## src/rtl/vga_text_renderer_pkg.sv

```systemverilog
// Shared constants and types for the 80x30 VGA text renderer.
// Default timing is 640x480@60 with 8x16 character cells.
package vga_text_renderer_pkg;

  localparam int VGA_H_ACTIVE = 640;
  localparam int VGA_H_FP     = 16;
  localparam int VGA_H_SYNC   = 96;
  localparam int VGA_H_BP     = 48;
  localparam int VGA_V_ACTIVE = 480;
  localparam int VGA_V_FP     = 10;
  localparam int VGA_V_SYNC   = 2;
  localparam int VGA_V_BP     = 33;

  localparam int VGA_H_TOTAL =
    VGA_H_ACTIVE + VGA_H_FP + VGA_H_SYNC + VGA_H_BP;
  localparam int VGA_V_TOTAL =
    VGA_V_ACTIVE + VGA_V_FP + VGA_V_SYNC + VGA_V_BP;
  localparam int VGA_HS_START = VGA_H_ACTIVE + VGA_H_FP;
  localparam int VGA_HS_END   = VGA_HS_START + VGA_H_SYNC - 1;
  localparam int VGA_VS_START = VGA_V_ACTIVE + VGA_V_FP;
  localparam int VGA_VS_END   = VGA_VS_START + VGA_V_SYNC - 1;

  localparam int VGA_COLS   = 80;
  localparam int VGA_ROWS   = 30;
  localparam int VGA_CHAR_W = 8;
  localparam int VGA_CHAR_H = 16;
  localparam int VGA_CELLS  = VGA_COLS * VGA_ROWS;

  localparam int VGA_BLINK_FRAMES = 32;

  typedef logic [11:0] rgb12_t;

  typedef struct packed {
    logic [2:0] hlo;
    logic [3:0] vlo;
    logic       act;
    logic       hs;
    logic       vs;
  } pix_tag_t;

  localparam pix_tag_t TAG_RST = '{
    hlo: 3'd0, vlo: 4'd0, act: 1'b0, hs: 1'b1, vs: 1'b1
  };

  // row*80 without a multiplier
  function automatic logic [11:0] cell_addr(
    input logic [5:0] row,
    input logic [6:0] col
  );
    logic [11:0] r;
    r = {6'd0, row};
    return (r << 6) + (r << 4) + {5'd0, col};
  endfunction

endpackage

```

## src/rtl/vga_text_renderer_timing.sv

```systemverilog
// Pixel/line counters, raw syncs, active window and frame pulse.
// Everything advances only on pix_ce.
module vga_timing_gen
  import vga_text_renderer_pkg::*;
#(
  parameter int H_ACTIVE = VGA_H_ACTIVE,
  parameter int H_FP     = VGA_H_FP,
  parameter int H_SYNC   = VGA_H_SYNC,
  parameter int H_BP     = VGA_H_BP,
  parameter int V_ACTIVE = VGA_V_ACTIVE,
  parameter int V_FP     = VGA_V_FP,
  parameter int V_SYNC   = VGA_V_SYNC,
  parameter int V_BP     = VGA_V_BP
) (
  input  logic       clk,
  input  logic       rst,
  input  logic       pix_ce,
  output logic [9:0] hcnt,
  output logic [9:0] vcnt,
  output logic       hsync_raw,
  output logic       vsync_raw,
  output logic       active_raw,
  output logic       frame_start
);

  localparam logic [9:0] H_LAST =
    10'(H_ACTIVE + H_FP + H_SYNC + H_BP - 1);
  localparam logic [9:0] V_LAST =
    10'(V_ACTIVE + V_FP + V_SYNC + V_BP - 1);
  localparam logic [9:0] HS_LO = 10'(H_ACTIVE + H_FP);
  localparam logic [9:0] HS_HI = 10'(H_ACTIVE + H_FP + H_SYNC - 1);
  localparam logic [9:0] VS_LO = 10'(V_ACTIVE + V_FP);
  localparam logic [9:0] VS_HI = 10'(V_ACTIVE + V_FP + V_SYNC - 1);
  localparam logic [9:0] H_ACT = 10'(H_ACTIVE);
  localparam logic [9:0] V_ACT = 10'(V_ACTIVE);

  logic [9:0] hcnt_q, hcnt_d;
  logic [9:0] vcnt_q, vcnt_d;
  logic       frame_start_q, frame_start_d;
  logic       h_last, v_last;

  always_comb begin
    h_last        = hcnt_q == H_LAST;
    v_last        = vcnt_q == V_LAST;
    hcnt_d        = hcnt_q;
    vcnt_d        = vcnt_q;
    frame_start_d = 1'b0;
    if (pix_ce) begin
      hcnt_d = h_last ? 10'd0 : hcnt_q + 10'd1;
      if (h_last) begin
        vcnt_d = v_last ? 10'd0 : vcnt_q + 10'd1;
      end
      frame_start_d = h_last && v_last;
    end
  end

  always_ff @(posedge clk) begin
    if (rst) begin
      hcnt_q        <= 10'd0;
      vcnt_q        <= 10'd0;
      frame_start_q <= 1'b0;
    end else begin
      hcnt_q        <= hcnt_d;
      vcnt_q        <= vcnt_d;
      frame_start_q <= frame_start_d;
    end
  end

  assign hcnt        = hcnt_q;
  assign vcnt        = vcnt_q;
  assign hsync_raw   = !(hcnt_q >= HS_LO && hcnt_q <= HS_HI);
  assign vsync_raw   = !(vcnt_q >= VS_LO && vcnt_q <= VS_HI);
  assign active_raw  = (hcnt_q < H_ACT) && (vcnt_q < V_ACT);
  assign frame_start = frame_start_q;

endmodule

```

## src/rtl/vga_text_renderer.sv

```systemverilog
// Text-mode VGA renderer: cell fetch, glyph fetch, pixel serialise
// with a blinking underline cursor; 3 pix_ce ticks of latency.
module vga_text_renderer
  import vga_text_renderer_pkg::*;
#(
  parameter int H_ACTIVE     = VGA_H_ACTIVE,
  parameter int H_FP         = VGA_H_FP,
  parameter int H_SYNC       = VGA_H_SYNC,
  parameter int H_BP         = VGA_H_BP,
  parameter int V_ACTIVE     = VGA_V_ACTIVE,
  parameter int V_FP         = VGA_V_FP,
  parameter int V_SYNC       = VGA_V_SYNC,
  parameter int V_BP         = VGA_V_BP,
  parameter int BLINK_FRAMES = VGA_BLINK_FRAMES
) (
  input  logic        clk,
  input  logic        rst,
  input  logic        pix_ce,
  output logic [11:0] text_addr,
  input  logic [7:0]  text_data,
  output logic [11:0] font_addr,
  input  logic [7:0]  font_data,
  input  logic [11:0] fg_color,
  input  logic [11:0] cursor_pos,
  output logic [3:0]  vga_r,
  output logic [3:0]  vga_g,
  output logic [3:0]  vga_b,
  output logic        hsync,
  output logic        vsync,
  output logic        frame_start
);

  logic [9:0] hcnt, vcnt;
  logic       hs_raw, vs_raw, act_raw;

  vga_timing_gen #(
    .H_ACTIVE (H_ACTIVE),
    .H_FP     (H_FP),
    .H_SYNC   (H_SYNC),
    .H_BP     (H_BP),
    .V_ACTIVE (V_ACTIVE),
    .V_FP     (V_FP),
    .V_SYNC   (V_SYNC),
    .V_BP     (V_BP)
  ) u_timing (
    .clk         (clk),
    .rst         (rst),
    .pix_ce      (pix_ce),
    .hcnt        (hcnt),
    .vcnt        (vcnt),
    .hsync_raw   (hs_raw),
    .vsync_raw   (vs_raw),
    .active_raw  (act_raw),
    .frame_start (frame_start)
  );

  logic [11:0] text_addr_q, text_addr_d;
  logic [11:0] font_addr_q, font_addr_d;
  pix_tag_t    tag1_q, tag1_d;
  pix_tag_t    tag2_q, tag2_d;
  logic        hit_q, hit_d;
  rgb12_t      rgb_q, rgb_d;
  logic        hs_q, hs_d;
  logic        vs_q, vs_d;
  logic [7:0]  blink_cnt_q, blink_cnt_d;
  logic        blink_q, blink_d;
  logic        glyph_bit, cursor_on, pixel_on;

  always_comb begin
    text_addr_d = text_addr_q;
    font_addr_d = font_addr_q;
    tag1_d      = tag1_q;
    tag2_d      = tag2_q;
    hit_d       = hit_q;
    rgb_d       = rgb_q;
    hs_d        = hs_q;
    vs_d        = vs_q;
    blink_cnt_d = blink_cnt_q;
    blink_d     = blink_q;
    // bit 7 is the leftmost pixel, so index by the inverted column
    glyph_bit = font_data[~tag2_q.hlo];
    cursor_on = hit_q & blink_q & (tag2_q.vlo >= 4'd14);
    pixel_on  = glyph_bit ^ cursor_on;
    if (pix_ce) begin
      text_addr_d = act_raw ?
        cell_addr(vcnt[9:4], hcnt[9:3]) : 12'd0;
      tag1_d = '{
        hlo: hcnt[2:0], vlo: vcnt[3:0],
        act: act_raw, hs: hs_raw, vs: vs_raw
      };
      font_addr_d = {text_data, tag1_q.vlo};
      hit_d       = text_addr_q == cursor_pos;
      tag2_d      = tag1_q;
      rgb_d       = (pixel_on && tag2_q.act) ? fg_color : 12'd0;
      hs_d        = tag2_q.hs;
      vs_d        = tag2_q.vs;
    end
    if (frame_start) begin
      if (blink_cnt_q == 8'(BLINK_FRAMES - 1)) begin
        blink_cnt_d = 8'd0;
        blink_d     = ~blink_q;
      end else begin
        blink_cnt_d = blink_cnt_q + 8'd1;
      end
    end
  end

  always_ff @(posedge clk) begin
    if (rst) begin
      text_addr_q <= 12'd0;
      font_addr_q <= 12'd0;
      tag1_q      <= TAG_RST;
      tag2_q      <= TAG_RST;
      hit_q       <= 1'b0;
      rgb_q       <= 12'd0;
      hs_q        <= 1'b1;
      vs_q        <= 1'b1;
      blink_cnt_q <= 8'd0;
      blink_q     <= 1'b0;
    end else begin
      text_addr_q <= text_addr_d;
      font_addr_q <= font_addr_d;
      tag1_q      <= tag1_d;
      tag2_q      <= tag2_d;
      hit_q       <= hit_d;
      rgb_q       <= rgb_d;
      hs_q        <= hs_d;
      vs_q        <= vs_d;
      blink_cnt_q <= blink_cnt_d;
      blink_q     <= blink_d;
    end
  end

  assign text_addr = text_addr_q;
  assign font_addr = font_addr_q;
  assign vga_r     = rgb_q[11:8];
  assign vga_g     = rgb_q[7:4];
  assign vga_b     = rgb_q[3:0];
  assign hsync     = hs_q;
  assign vsync     = vs_q;

endmodule

```

## config.mk

```make
export PLATFORM = sky130hd
export DESIGN_NAME = vga_text_renderer
export DESIGN_NICKNAME = d
export VERILOG_FILES = /design/src/rtl/vga_text_renderer_pkg.sv /design/src/rtl/vga_text_renderer_timing.sv /design/src/rtl/vga_text_renderer.sv
export SDC_FILE = /design/constraint.sdc
export NUM_CORES = 1
export LEC_CHECK = 0
export BUFFER_PORTS_ARGS = -buffer_cell sky130_fd_sc_hd__buf_2
export CAP_MARGIN = 30
export CORE_MARGIN = 4
export CORE_UTILIZATION = 30
export DETAILED_ROUTE_END_ITERATION = 12
export MAX_ROUTING_LAYER = met4
export PLACE_DENSITY_LB_ADDON = 0.08
export SYNTH_ARGS = -nofsm -noshare
export SYNTH_HDL_FRONTEND = slang
export SYNTH_SLANG_ARGS = --single-unit
```

## constraint.sdc

```tcl
create_clock -name clk -period 2.95 [get_ports clk]
set_clock_uncertainty 0.15 [all_clocks]
set_input_delay 0.59 -clock clk [delete_from_list [all_inputs] [get_ports clk]]
set_output_delay 0.59 -clock clk [all_outputs]
set_load 0.005 [all_outputs]
```

==> impl.org <==
** Global route
- Global routing used 20.35% of the available met2 tracks.
- For this run, global-route usage on met1 was measured as 18.13%.
- Total track usage :: 13.82%
- Antenna violations before repair :: 0
- For this run, global-route usage on met3 was measured as 3.776%.
- The first global-routing pass estimated 15370 um of wire.
- Aggregate global routing overflow :: 0
- Vias in the first global route :: 2916
- Grt peak-use layer :: met2
- Entering global routing, the biggest net connects 34 pins.

** Synth
- Summing the areas of all and, or, nand and nor instances in the mapped netlist gives 17.51% of the synthesized area.
- Adder-cell share of the synthesized area :: 6.573%
- For this run, the register share of the synthesized area comes to 44.26%.
- Of all flip-flops after synthesis, the portion carrying an async set or reset was 0%.
- Fraction of post-synthesis cell area in the top cell type by area :: 44.26%
- Cell type with the highest aggregate area in the netlist :: dfxtp_1
- Synthesis inferred 85 register bits.
- Yosys mapped a number of flops with a built-in enable equal to 0.
- Among all flip-flop cells after synthesis, the most frequent one is dfxtp_1.
- Mean cell area of the mapped netlist :: 9.565 um^2
- Compound-gate portion of the synthesized area :: 10.64%
- Multiplexer cells account for 8.396% of the synthesized area.
- Cell types with the largest area share after synthesis :: dfxtp_1 44%, mux2i_1 7.0%, nor2_1 6.6%
- For this run, the number of Yosys warnings is 0.
- Netlist area before placement :: 0.003845 mm^2
- In the synthesized netlist, the number of instances is 402.
- After Yosys synthesis, XOR and XNOR cells account for 8.428% of the synthesized area.
- Number of distinct library cells after synthesis :: 47
- Synthesis produced a netlist with a net count of 464.
- By area, the combinational part of the netlist is dominated by simple AND/OR/NAND/NOR gates.

** Cells and area
- Commonest non-fill, non-tap cells in the layout :: 85 x dfxtp_1, 81 x buf_2, 68 x nor2_1
- Multi-input gate area :: 0.001982 mm^2
- Share of cells above drive strength 1 :: 24.59%
- Registers take 0.001702 mm^2.
- The final layout contains 541 nets.
- FILL cells :: 1310
- Most frequent standard cell in the layout excluding fill and tap cells :: dfxtp_1
- # diodes :: 0
- Final standard cell area without fillers :: 0.004742 mm^2
- Layout-stage area growth over the synthesis result :: 23.33%
- Final core area utilization :: 37.73%
- The finished layout holds 656 standard cells, fillers aside.

** Setup path
- Element type at the critical path start :: flop
- Cell breakdown of the critical path :: inv_1 -> fa_1 -> inv_1 -> ha_1 -> a211oi_1 -> o21bai_1 -> a21oi_1 -> or4_1 -> o211ai_1
- For this design, the slowest cell found on the critical path is fa_1.
- Grouping stages by cell kind, the critical path spends the most delay in adder cells.
- Together, buffers and inverters on the worst path number 2.
- Element type at the critical path end :: flop
- Worst path arrival time :: 2.52 ns
- Data on the critical path is required at its endpoint by 3.00 ns.
- Peak per-stage delay on the critical path :: 0.55 ns
- The most numerous cell type found on the critical path is inv_1.
- The worst setup path is of the reg -> reg kind.
- Maximum fanout along the worst path :: 7

** Die
- From left edge to right edge, the die measures 121.2 um.
- I/O pins :: 82
- The initial utilization of the core area, before any placement, comes to 30.59%.
- Row generation in the floorplan step produced 41 rows.
- In this run the vertical extent of the chip is 121.2 um.
- Area of the placeable core :: 0.01257 mm^2
- Area enclosed by the die boundary :: 0.01469 mm^2

** STA
- Hold_ws :: 0.3110 ns
- Setup violations remaining at the end of the flow were counted as 0.
- The worst path uses 83.85% of the clock period.
- Measured against its own limit, the worst slew margin works out to 57.22%.
- Across all setup checks in the final design, the least slack found is 0.4764 ns.
- FMAX :: 0.4043 GHz
- Hold Fails Final Rpt :: 0
- Final-layout setup total negative slack :: 0 ns
- Final critical-path required period :: 2.474 ns
- Number of slew-limit violations in the final report :: 0
- Tightest Pin Transition :: 0.6417 ns
- RSZ-0062 raised after global routing :: false

** Detailed routing
- The routed layout has 2981 vias.
- 1st-iter DRT viols :: 165
- After detailed routing, the average wire length per cell comes to 14.07 um.
- Remaining antenna violation count after routing :: 0
- Summed over all layers, the routed wires come to 9230 um.
- Number of detailed-routing iterations run before antenna repair :: 6
- For this run, design rule violations remaining after detail routing come to 0.
- Via density per instance :: 4.544

** Clock network
- The clock net in this run drives a total of 85 sinks.
- Cts bufs inserted :: 9
- The clock tree synthesis step divided the H-tree into 3 levels.
- TritonCTS built the clock tree.
- Clock-pin slew was measured on the worst setup and hold paths at 0.06 ns.
- At the later pin of the worst-skew pair, clock insertion delay measures 0.34 ns.
- Once the clock tree was built, the setup fixing pass inserted 0 buffers.
- The number of hold buffers added after CTS was 0.
- The clock passes through at most 2 buffers.
- After clock tree synthesis, the repair step resized 0 gates.
- In this run the clock root is driven by a clkbuf_16.

** Placed design
- Including well taps, the total number of placed cells is 640.
- Post-detailed-placement cell area :: 0.004417 mm^2
- After legalization and detailed placement, the total HPWL measured 6763 um.
- Final GP Congestion :: 0.8027
- PortBufs :: 81
- OpenSTA, run right after detailed placement, puts the worst setup slack at 0.4998 ns.

** Worst hold path
- The path class of the tightest hold or removal check is in -> reg.

** Power and ir drop
- Power comes to 2.538 mW.
- Maximum resistive drop on vdd :: 247.1 uV
- LEAKAGE :: 2.053 nW
- Power spread over the standard cell area amounts to 535.1 mW/mm^2.

** Run
- Across the run, the number of max-cap violations was 0.

** Status
- Status :: complete, no violations
==> metal layers <==
metal / vias up / wire length [um]
met5: - / 0
met4: 0 / 193
met3: 12 / 438
met2: 60 / 4010
met1: 1355 / 4587
li1: 1554 / -
==> power breakdown <==
| group | leakage [nW] | total [mW] | switching [mW] | internal, mW |
|---|---|---|---|---|
| registers | 0.688 | 1.18 | 0.0114 | 1.16 |
| clock network | 0.158 | 1.23 | 0.463 | 0.763 |
| logic | 1.21 | 0.135 | 0.0719 | 0.0635 |
==> Yosys cell counts, types with 9 or more instances <==
library cell  count
dfxtp_1          85
clkbuf_1         17
nand3_1           9
nand2_1          13
inv_1            13
xnor2_1          20
mux2i_1          27
xor2_1           17
a21oi_1          12
a22o_2           10
nor2_1           68
nand4_1          13
ha_1             17
==> registers in the layout, summed over array words and instances, names as in the netlist <==
signal,count
text_addr,12
vsync,1
u_timing.hcnt,10
u_timing.frame_start,1
hsync,1
blink_cnt_q,8
blink_q,1
tag2_q,6
tag1_q,10
u_timing.vcnt,10
rgb_q,12
font_addr,12
hit_q,1
==> area by class of cell <==
| cell class | instances | share of cell area [%] |
|---|---|---|
| clock buffer | 10 | 5.040 |
| clock inverter | 6 | 1.821 |
| inverter | 14 | 1.108 |
| multi-input combinational | 280 | 41.79 |
| sequential | 85 | 35.88 |
| tap | 172 | 4.538 |
| timing repair buffer | 89 | 9.815 |
==> path summary, 6_finish.rpt <==
path                    startpoint            end  slack (ns)  cells past startpoint
setup / recovery  u_timing.vcnt[6]  text_addr[10]        0.48                      9
hold / removal        fg_color[10]      rgb_q[10]        0.31                      2
setup reg to reg  u_timing.vcnt[6]  text_addr[10]        0.48                      9
hold reg to reg          tag2_q[1]          hsync        0.32                      1
==> cells by family after synthesis <==
family                   Yosys count
adder cells (fa/ha/maj)           19
flip-flops                        85
AND/OR/NAND/NOR                  138
XOR/XNOR                          37
multiplexers                      29
buffers and inverters             37
AO/OA/AOI/OAI                     57
Note: power is estimated with default switching activity, not from simulation.
